`config.mk`:
```
export PLATFORM = sky130hd
export DESIGN_NAME = pspin_cmd_router
export DESIGN_NICKNAME = d
export VERILOG_FILES = /design/src/rtl/pspin_cfg_pkg.sv /design/src/rtl/cmd_rr_arbiter.sv /design/src/rtl/pspin_cmd_router.sv
export SDC_FILE = /design/constraint.sdc
export NUM_CORES = 1
export LEC_CHECK = 0
export CAP_MARGIN = 25
export CORE_AREA = 4 4 165 167
export DETAILED_ROUTE_END_ITERATION = 12
export DIE_AREA = 0 0 169 171
export GPL_ROUTABILITY_DRIVEN = 0
export HOLD_SLACK_MARGIN = 0.02
export SYNTH_ARGS = -nofsm -noshare
export SYNTH_HDL_FRONTEND = slang
export SYNTH_HIERARCHICAL = 1
export SYNTH_SLANG_ARGS = --single-unit
```
`constraint.sdc`:
```
create_clock -name clk_i -period 3.3 [get_ports clk_i]
set_clock_uncertainty 0.2 [all_clocks]
set_input_delay 0.66 -clock clk_i [delete_from_list [all_inputs] [get_ports clk_i]]
set_output_delay 0.66 -clock clk_i [all_outputs]
set_load 0.02 [all_outputs]
```
`src/rtl/pspin_cfg_pkg.sv`:
```
// PsPIN configuration: command request/response types, interface IDs and
// the command router's default per-cluster outstanding limit.
package pspin_cfg_pkg;

    localparam int NUM_CLUSTERS       = 4;
    localparam int NUM_CORES          = 8;
    localparam int NUM_HPU_CMDS       = 4;
    localparam int NUM_CMD_INTERFACES = 3;

    localparam int CMD_HOSTDIRECT_ID   = 0;
    localparam int CMD_NIC_OUTBOUND_ID = 1;
    localparam int CMD_EDMA_ID         = 2;

    localparam int CMD_ROUTER_MAX_OUTSTANDING = NUM_CORES * NUM_HPU_CMDS;

    localparam int CLUSTER_ID_W = $clog2(NUM_CLUSTERS);
    localparam int CORE_ID_W    = $clog2(NUM_CORES);
    localparam int HPU_CMD_ID_W = $clog2(NUM_HPU_CMDS);
    // Wide enough to carry out-of-range IDs so the router can detect them
    localparam int INTF_ID_W    = 2;
    localparam int CMD_DESCR_W  = 64;

    typedef struct packed {
        logic [CLUSTER_ID_W-1:0] cluster_id;
        logic [CORE_ID_W-1:0]    core_id;
        logic [HPU_CMD_ID_W-1:0] local_cmd_id;
    } pspin_cmd_id_t;

    typedef struct packed {
        pspin_cmd_id_t          cmd_id;
        logic                   generate_event;
        logic [INTF_ID_W-1:0]   intf_id;
        logic [CMD_DESCR_W-1:0] descr;
    } pspin_cmd_req_t;

    typedef struct packed {
        pspin_cmd_id_t cmd_id;
    } pspin_cmd_resp_t;

endpackage

```
`src/rtl/cmd_rr_arbiter.sv`:
```
// Round-robin arbiter with one-hot grant; the priority pointer moves to the
// slot after the winner only when the caller reports the grant was taken.
module cmd_rr_arbiter #(
    parameter int   WIDTH = 4,
    localparam int  IDX_W = (WIDTH > 1) ? $clog2(WIDTH) : 1
) (
    input  logic             clk,
    input  logic             rst_n,
    input  logic [WIDTH-1:0] req,
    input  logic             advance,
    output logic [WIDTH-1:0] grant,
    output logic [IDX_W-1:0] grant_idx,
    output logic             any
);

    logic [IDX_W-1:0] ptr;

    function automatic logic [IDX_W-1:0] wrap(input int unsigned v);
        return IDX_W'(v % WIDTH);
    endfunction

    always_comb begin
        grant     = '0;
        grant_idx = ptr;
        any       = 1'b0;
        for (int i = 0; i < WIDTH; i++) begin
            if (!any && req[wrap(32'(ptr) + 32'(i))]) begin
                any       = 1'b1;
                grant_idx = wrap(32'(ptr) + 32'(i));
            end
        end
        grant[grant_idx] = any;
    end

    always_ff @(posedge clk or negedge rst_n) begin
        if (!rst_n) begin
            ptr <= '0;
        end else if (advance && any) begin
            ptr <= wrap(32'(grant_idx) + 32'd1);
        end
    end

endmodule

```
`src/rtl/pspin_cmd_router.sv`:
```
// Registered round-robin crossbar: cluster commands to interfaces by intf_id,
// responses back by cluster_id. Define PSPIN_CMD_ROUTER_CREDIT_EN for credits.
module pspin_cmd_router
    import pspin_cfg_pkg::*;
#(
    parameter int NUM_CLUSTERS    = pspin_cfg_pkg::NUM_CLUSTERS,
    parameter int NUM_INTF        = pspin_cfg_pkg::NUM_CMD_INTERFACES,
    parameter int MAX_OUTSTANDING = pspin_cfg_pkg::CMD_ROUTER_MAX_OUTSTANDING
) (
    input  logic                    clk_i,
    input  logic                    rst_ni,

    input  logic [NUM_CLUSTERS-1:0] cmd_req_valid_i,
    output logic [NUM_CLUSTERS-1:0] cmd_req_ready_o,
    input  pspin_cmd_req_t          cmd_req_i [NUM_CLUSTERS],

    output logic [NUM_INTF-1:0]     intf_req_valid_o,
    input  logic [NUM_INTF-1:0]     intf_req_ready_i,
    output pspin_cmd_req_t          intf_req_o,

    input  logic [NUM_INTF-1:0]     intf_resp_valid_i,
    output logic [NUM_INTF-1:0]     intf_resp_ready_o,
    input  pspin_cmd_resp_t         intf_resp_i [NUM_INTF],

    output logic [NUM_CLUSTERS-1:0] cluster_resp_valid_o,
    input  logic [NUM_CLUSTERS-1:0] cluster_resp_ready_i,
    output pspin_cmd_resp_t         cluster_resp_o,

    output logic                    bad_intf_o
);

    localparam int CIDX_W = (NUM_CLUSTERS > 1) ? $clog2(NUM_CLUSTERS) : 1;
    localparam int IIDX_W = (NUM_INTF > 1) ? $clog2(NUM_INTF) : 1;

    logic [NUM_CLUSTERS-1:0] credit_ok;
    logic [NUM_CLUSTERS-1:0] eligible;
    logic [NUM_CLUSTERS-1:0] req_grant;
    logic [CIDX_W-1:0]       req_idx;
    logic                    req_any;
    logic                    req_full;
    logic                    req_out_hs;
    logic                    req_loadable;
    logic                    req_accept;
    logic                    req_bad;
    pspin_cmd_req_t          req_sel;

    logic [NUM_INTF-1:0]     resp_grant;
    logic [IIDX_W-1:0]       resp_idx;
    logic                    resp_any;
    logic                    resp_full;
    logic                    resp_out_hs;
    logic                    resp_loadable;
    logic                    resp_accept;
    logic                    resp_in_range;
    pspin_cmd_resp_t         resp_sel;

    function automatic logic [NUM_INTF-1:0] intf_onehot(input logic [INTF_ID_W-1:0] id);
        intf_onehot = '0;
        for (int i = 0; i < NUM_INTF; i++) begin
            intf_onehot[i] = (int'(id) == i);
        end
    endfunction

    function automatic logic [NUM_CLUSTERS-1:0] cluster_onehot(input logic [CLUSTER_ID_W-1:0] id);
        cluster_onehot = '0;
        for (int i = 0; i < NUM_CLUSTERS; i++) begin
            cluster_onehot[i] = (int'(id) == i);
        end
    endfunction

    // ---------------------------------------------------------------- request path
    assign eligible     = cmd_req_valid_i & credit_ok;
    assign req_out_hs   = |(intf_req_valid_o & intf_req_ready_i);
    assign req_loadable = !req_full || req_out_hs;
    assign req_accept   = req_any && req_loadable;
    assign req_sel      = cmd_req_i[req_idx];
    assign req_bad      = int'(req_sel.intf_id) >= NUM_INTF;

    assign cmd_req_ready_o = req_loadable ? req_grant : '0;

    cmd_rr_arbiter #(
        .WIDTH (NUM_CLUSTERS)
    ) u_req_arb (
        .clk       (clk_i),
        .rst_n     (rst_ni),
        .req       (eligible),
        .advance   (req_loadable),
        .grant     (req_grant),
        .grant_idx (req_idx),
        .any       (req_any)
    );

    // A bad-ID request is consumed but never occupies the register
    always_ff @(posedge clk_i or negedge rst_ni) begin
        if (!rst_ni) begin
            req_full         <= 1'b0;
            intf_req_valid_o <= '0;
            intf_req_o       <= '0;
            bad_intf_o       <= 1'b0;
        end else begin
            bad_intf_o <= req_accept && req_bad;
            if (req_accept && !req_bad) begin
                req_full         <= 1'b1;
                intf_req_valid_o <= intf_onehot(req_sel.intf_id);
                intf_req_o       <= req_sel;
            end else if (req_out_hs) begin
                req_full         <= 1'b0;
                intf_req_valid_o <= '0;
            end
        end
    end

    // ---------------------------------------------------------------- response path
    assign resp_out_hs   = |(cluster_resp_valid_o & cluster_resp_ready_i);
    assign resp_loadable = !resp_full || resp_out_hs;
    assign resp_accept   = resp_any && resp_loadable;
    assign resp_sel      = intf_resp_i[resp_idx];
    assign resp_in_range = int'(resp_sel.cmd_id.cluster_id) < NUM_CLUSTERS;

    assign intf_resp_ready_o = resp_loadable ? resp_grant : '0;

    cmd_rr_arbiter #(
        .WIDTH (NUM_INTF)
    ) u_resp_arb (
        .clk       (clk_i),
        .rst_n     (rst_ni),
        .req       (intf_resp_valid_i),
        .advance   (resp_loadable),
        .grant     (resp_grant),
        .grant_idx (resp_idx),
        .any       (resp_any)
    );

    // Responses naming a nonexistent cluster are dropped rather than wedging the register
    always_ff @(posedge clk_i or negedge rst_ni) begin
        if (!rst_ni) begin
            resp_full            <= 1'b0;
            cluster_resp_valid_o <= '0;
            cluster_resp_o       <= '0;
        end else begin
            if (resp_accept && resp_in_range) begin
                resp_full            <= 1'b1;
                cluster_resp_valid_o <= cluster_onehot(resp_sel.cmd_id.cluster_id);
                cluster_resp_o       <= resp_sel;
            end else if (resp_out_hs) begin
                resp_full            <= 1'b0;
                cluster_resp_valid_o <= '0;
            end
        end
    end

    // ---------------------------------------------------------------- credits
`ifdef PSPIN_CMD_ROUTER_CREDIT_EN
    localparam int CNT_W = $clog2(MAX_OUTSTANDING) + 1;

    logic [CNT_W-1:0]        credit_cnt [NUM_CLUSTERS];
    logic [NUM_CLUSTERS-1:0] credit_inc;
    logic [NUM_CLUSTERS-1:0] credit_dec;

    assign credit_inc = (req_accept && !req_bad) ? req_grant : '0;
    assign credit_dec = cluster_resp_valid_o & cluster_resp_ready_i;

    always_comb begin
        credit_ok = '0;
        for (int c = 0; c < NUM_CLUSTERS; c++) begin
            credit_ok[c] = (credit_cnt[c] != CNT_W'(MAX_OUTSTANDING));
        end
    end

    always_ff @(posedge clk_i or negedge rst_ni) begin
        if (!rst_ni) begin
            for (int c = 0; c < NUM_CLUSTERS; c++) begin
                credit_cnt[c] <= '0;
            end
        end else begin
            for (int c = 0; c < NUM_CLUSTERS; c++) begin
                if (credit_inc[c] && !credit_dec[c]) begin
                    credit_cnt[c] <= credit_cnt[c] + CNT_W'(1);
                end else if (credit_dec[c] && !credit_inc[c] && (credit_cnt[c] != '0)) begin
                    credit_cnt[c] <= credit_cnt[c] - CNT_W'(1);
                end
            end
        end
    end
`else
    // Without credits every valid cluster competes; a zero limit still blocks all
    assign credit_ok = (MAX_OUTSTANDING > 0) ? '1 : '0;
`endif

endmodule

```
==> reports/metrics.yaml <==
run_status:
  status: "completed"
routing:
  ant_nets: 0
  dr.pass1.iters: 4
  routed_wl_mm: 24.64
  via_per_inst: 4.586
  drc: 0
  vias: 5645
  drt-wirelength-per-cell_um: 20.01
  first_iter_violations: 158
cts:
  cts_root_buf: "clkbuf_16"
  cts-hold-fix-buffers: 0
  clockBufferDepth: 2
  cts-buffers-inserted: 9
  insertion_delay_ns: 0.34
  clkSinkCount: 95
  cts_tree: "built"
  cts.clk_slew.worst_paths_ns: 0.07
  cts_max_level: 3
synthesis:
  ys_seq_area_frac: 0.3916
  syn_area_sq_um: 6071
  yosys_warnings: 6
  avgSynthCellArea_sq_um: 14.92
  yosys-top-cells-area: "dfrtp_1, mux4_2, mux2_2"
  synth_nets: 748
  ys_async_sr_fraction: 1.000
  syn_inst: 407
  synth_cell_type_count: 49
  synth_top_flop_cell: "dfrtp_1"
  ys_ff_latch: 95
  synth-edff-count: 0
  synth_top_area_cell: "dfrtp_1"
  synth_top_area_frac: 0.3916
cells_and_area:
  drive_gt1_frac: 0.2879
  fin_util: 0.4555
  nets: 1232
  final_common_cell: "clkdlybuf4s50_1"
  layout_common_cells: "clkdlybuf4s50_1, dfrtp_1, mux4_2, buf_4, mux2_2"
  n_fill_cell: 2414
  seq_area_sq_um: 2377
  area_delta_synth_final_pct: 93.32
  multi_input_area_sq_um: 3611
  num_antenna_cells: 0
global_route:
  grtUsageTotal: 0.1611
  grt_antenna_before_repair: 0
  grt-ovfl-total: 0
  grt_max_degree: 56
  grt_pass1_vias: 6214
  grt_pass1_wl_mm: 35.65
die:
  die_area_sq_um: 28900
  die_y_um: 171
  core.rowCount: 59
  initial_core_util: 0.2356
  io_pins: 429
  die_w_um: 169
  core_sq_um: 25760
power:
  p_per_area_nw_per_um2: 914.8
  ir_drop_mv: 0.4288
  p_total_mw: 10.74
  leakagePower_nw: 4.648
critical_path:
  critical_path.slowest_cell: "dfrtp_1"
  crit_path_end_kind: "output pin"
  timing.critical_path.buf_inv: 2
  rr_startpoint: "u_req_arb/ptr[1]"
  worstPathArrival_ns: 2.43
  reg2reg_slack_ns: 0.21
  r2r_cells: 11
  crit_path_start: "u_resp_arb/ptr[1]"
  worstPathRequired_ns: 2.44
  r2r-end: "intf_req_o[35]"
  critPathMaxStageDelay_ns: 0.43
  cp-start-kind: "flop"
  cp.depth: 9
  crit_family: "compound AO/OA/AOI/OAI gates"
  path_max_fanout: 4
  path_cells: "ha_4, mux2i_2, o221a_1, a311oi_2, buf_4, o2bb2ai_4, o221a_2, and2_4, buf_6"
  crit_end: "intf_resp_ready_o[1]"
  path_class: "reg2out"
sta:
  rsz0062_at_grt: "yes"
  setup_viol: 0
  period_share: 0.9971
  max_freq_ghz: 0.3039
  report.final.slew_viol_count: 0
  tightest_slew_ns: 0.5808
  finalHoldViolCount: 0
  relSlewSlack: 0.6128
  period_minus_slack_ns: 3.291
run:
  drv_cap: 0
hold_path:
  hold_path_class: "in2async"
place:
  dp_hpwl_mm: 19.83
  numPortBuffers: 428
==> how the worst min path moves through the flow <==
stage                        start              to  slack, ns  cells past startpoint
floorplan                   rst_ni      bad_intf_o       0.16                      0
global placement    intf_req_o[72]  intf_req_o[72]       0.27                      1
detailed placement   intf_req_o[2]   intf_req_o[2]       0.27                      1
CTS                         rst_ni  intf_req_o[20]       0.11                      1
global route                rst_ni  intf_req_o[20]       0.12                      1
finish                      rst_ni  intf_req_o[20]       0.09                      1
==> power by group <==
| part | switching (mW) | internal [mW] | total, mW |
|---|---|---|---|
| registers | 0.326 | 1.79 | 2.12 |
| clock network | 0.481 | 0.518 | 0.999 |
| logic | 3.23 | 4.39 | 7.62 |
| total | 4.04 | 6.70 | 10.7 |
==> worst reg2reg max path, stage by stage (launching register included) <==
cell and delay (ns):
dfrtp_1 0.47, nor2_1 0.08, a221o_1 0.33, o22a_4 0.28, buf_4 0.14, mux4_2 0.34
a221oi_4 0.27, buf_6 0.15, buf_12 0.10, buf_4 0.13, clkbuf_16 0.16, mux2_2 0.33
==> cells in the mapped netlist, types with 2 or more instances <==
library cell and instances:
o22ai_1 2, mux2i_1 12, nand2_1 11, a21o_1 2, a211o_1 2, a31oi_1 4
nand3_1 3, a2bb2oi_1 2, mux2_1 27, dfrtp_1 95, nor2_1 12, ha_1 8
o21bai_1 2, a32o_1 4, nand3b_1 3, o21a_1 3, buf_6 6, clkbuf_1 19
inv_1 8, a22oi_1 2, nor2b_1 4, buf_2 5, mux2_2 54, mux4_2 74
and2_1 11, o21ai_0 4, o2bb2ai_1 6
==> what timing repair did <==
item | 4_1_cts | 5_1_grt
resized for setup | 55 | 18
buffers inserted | 15 | 5
setup endpoints to repair | 81 | 82
cloned | 4 | 1
pin swaps | 6 | 9
==> final cells by class <==
cell class,count,area share
clock inverters,6,0.003838
clock buffers,10,0.01951
repair buffers,503,0.4281
multi-input cells,274,0.3077
flip-flops and latches,95,0.2026
inverters,8,0.002559
well taps,335,0.03571
==> sequential cells by signal (all words and copies together), names as in the netlist <==
register / flops
u_resp_arb/ptr: 2
cluster_resp_o: 7
intf_req_valid_o: 3
u_req_arb/ptr: 2
intf_req_o: 74
resp_full: 1
cluster_resp_valid_o: 4
bad_intf_o: 1
req_full: 1
==> stage by stage <==
| stage | setup TNS [ns] | setup WS (ns) | instance area (sq um) | cells | hold WS [ns] |
|---|---|---|---|---|---|
| floorplan | 0 | 0.05164 | 6073 | 407 | 0.1644 |
| global placement | -40.14 | -0.5462 | 11050 | 1190 | 0.2670 |
| detailed placement | -43.57 | -0.5672 | 11050 | 1190 | 0.2737 |
| CTS | -0.05181 | -0.05181 | 11650 | 1225 | 0.1064 |
| global route | -0.1581 | -0.08835 | 11740 | 1231 | 0.1249 |
| finish | 0 | 0.009421 | 11740 | 1231 | 0.09157 |
==> metal layers <==
layer / vias to the layer above / global-route usage / wire length [um]
met4: 0 / 0.03010 / 245
met2: 278 / 0.3022 / 13020
li1: 2608 / - / -
met3: 19 / 0.05384 / 2402
met5: - / 0 / 0
met1: 2740 / 0.1791 / 8970
==> logic make-up after synthesis <==
kind of cell,Yosys count,synth area share
AOI/OAI and AO/OA,46,0.06554
xor gates and xnor gates,1,0.001443
adders and majority gates,8,0.01649
buffers and inverters,38,0.03194
DFF,95,0.3916
muxes,168,0.4470
and+or+nand+nor,51,0.04596
Note: power is estimated with default switching activity, not from simulation.
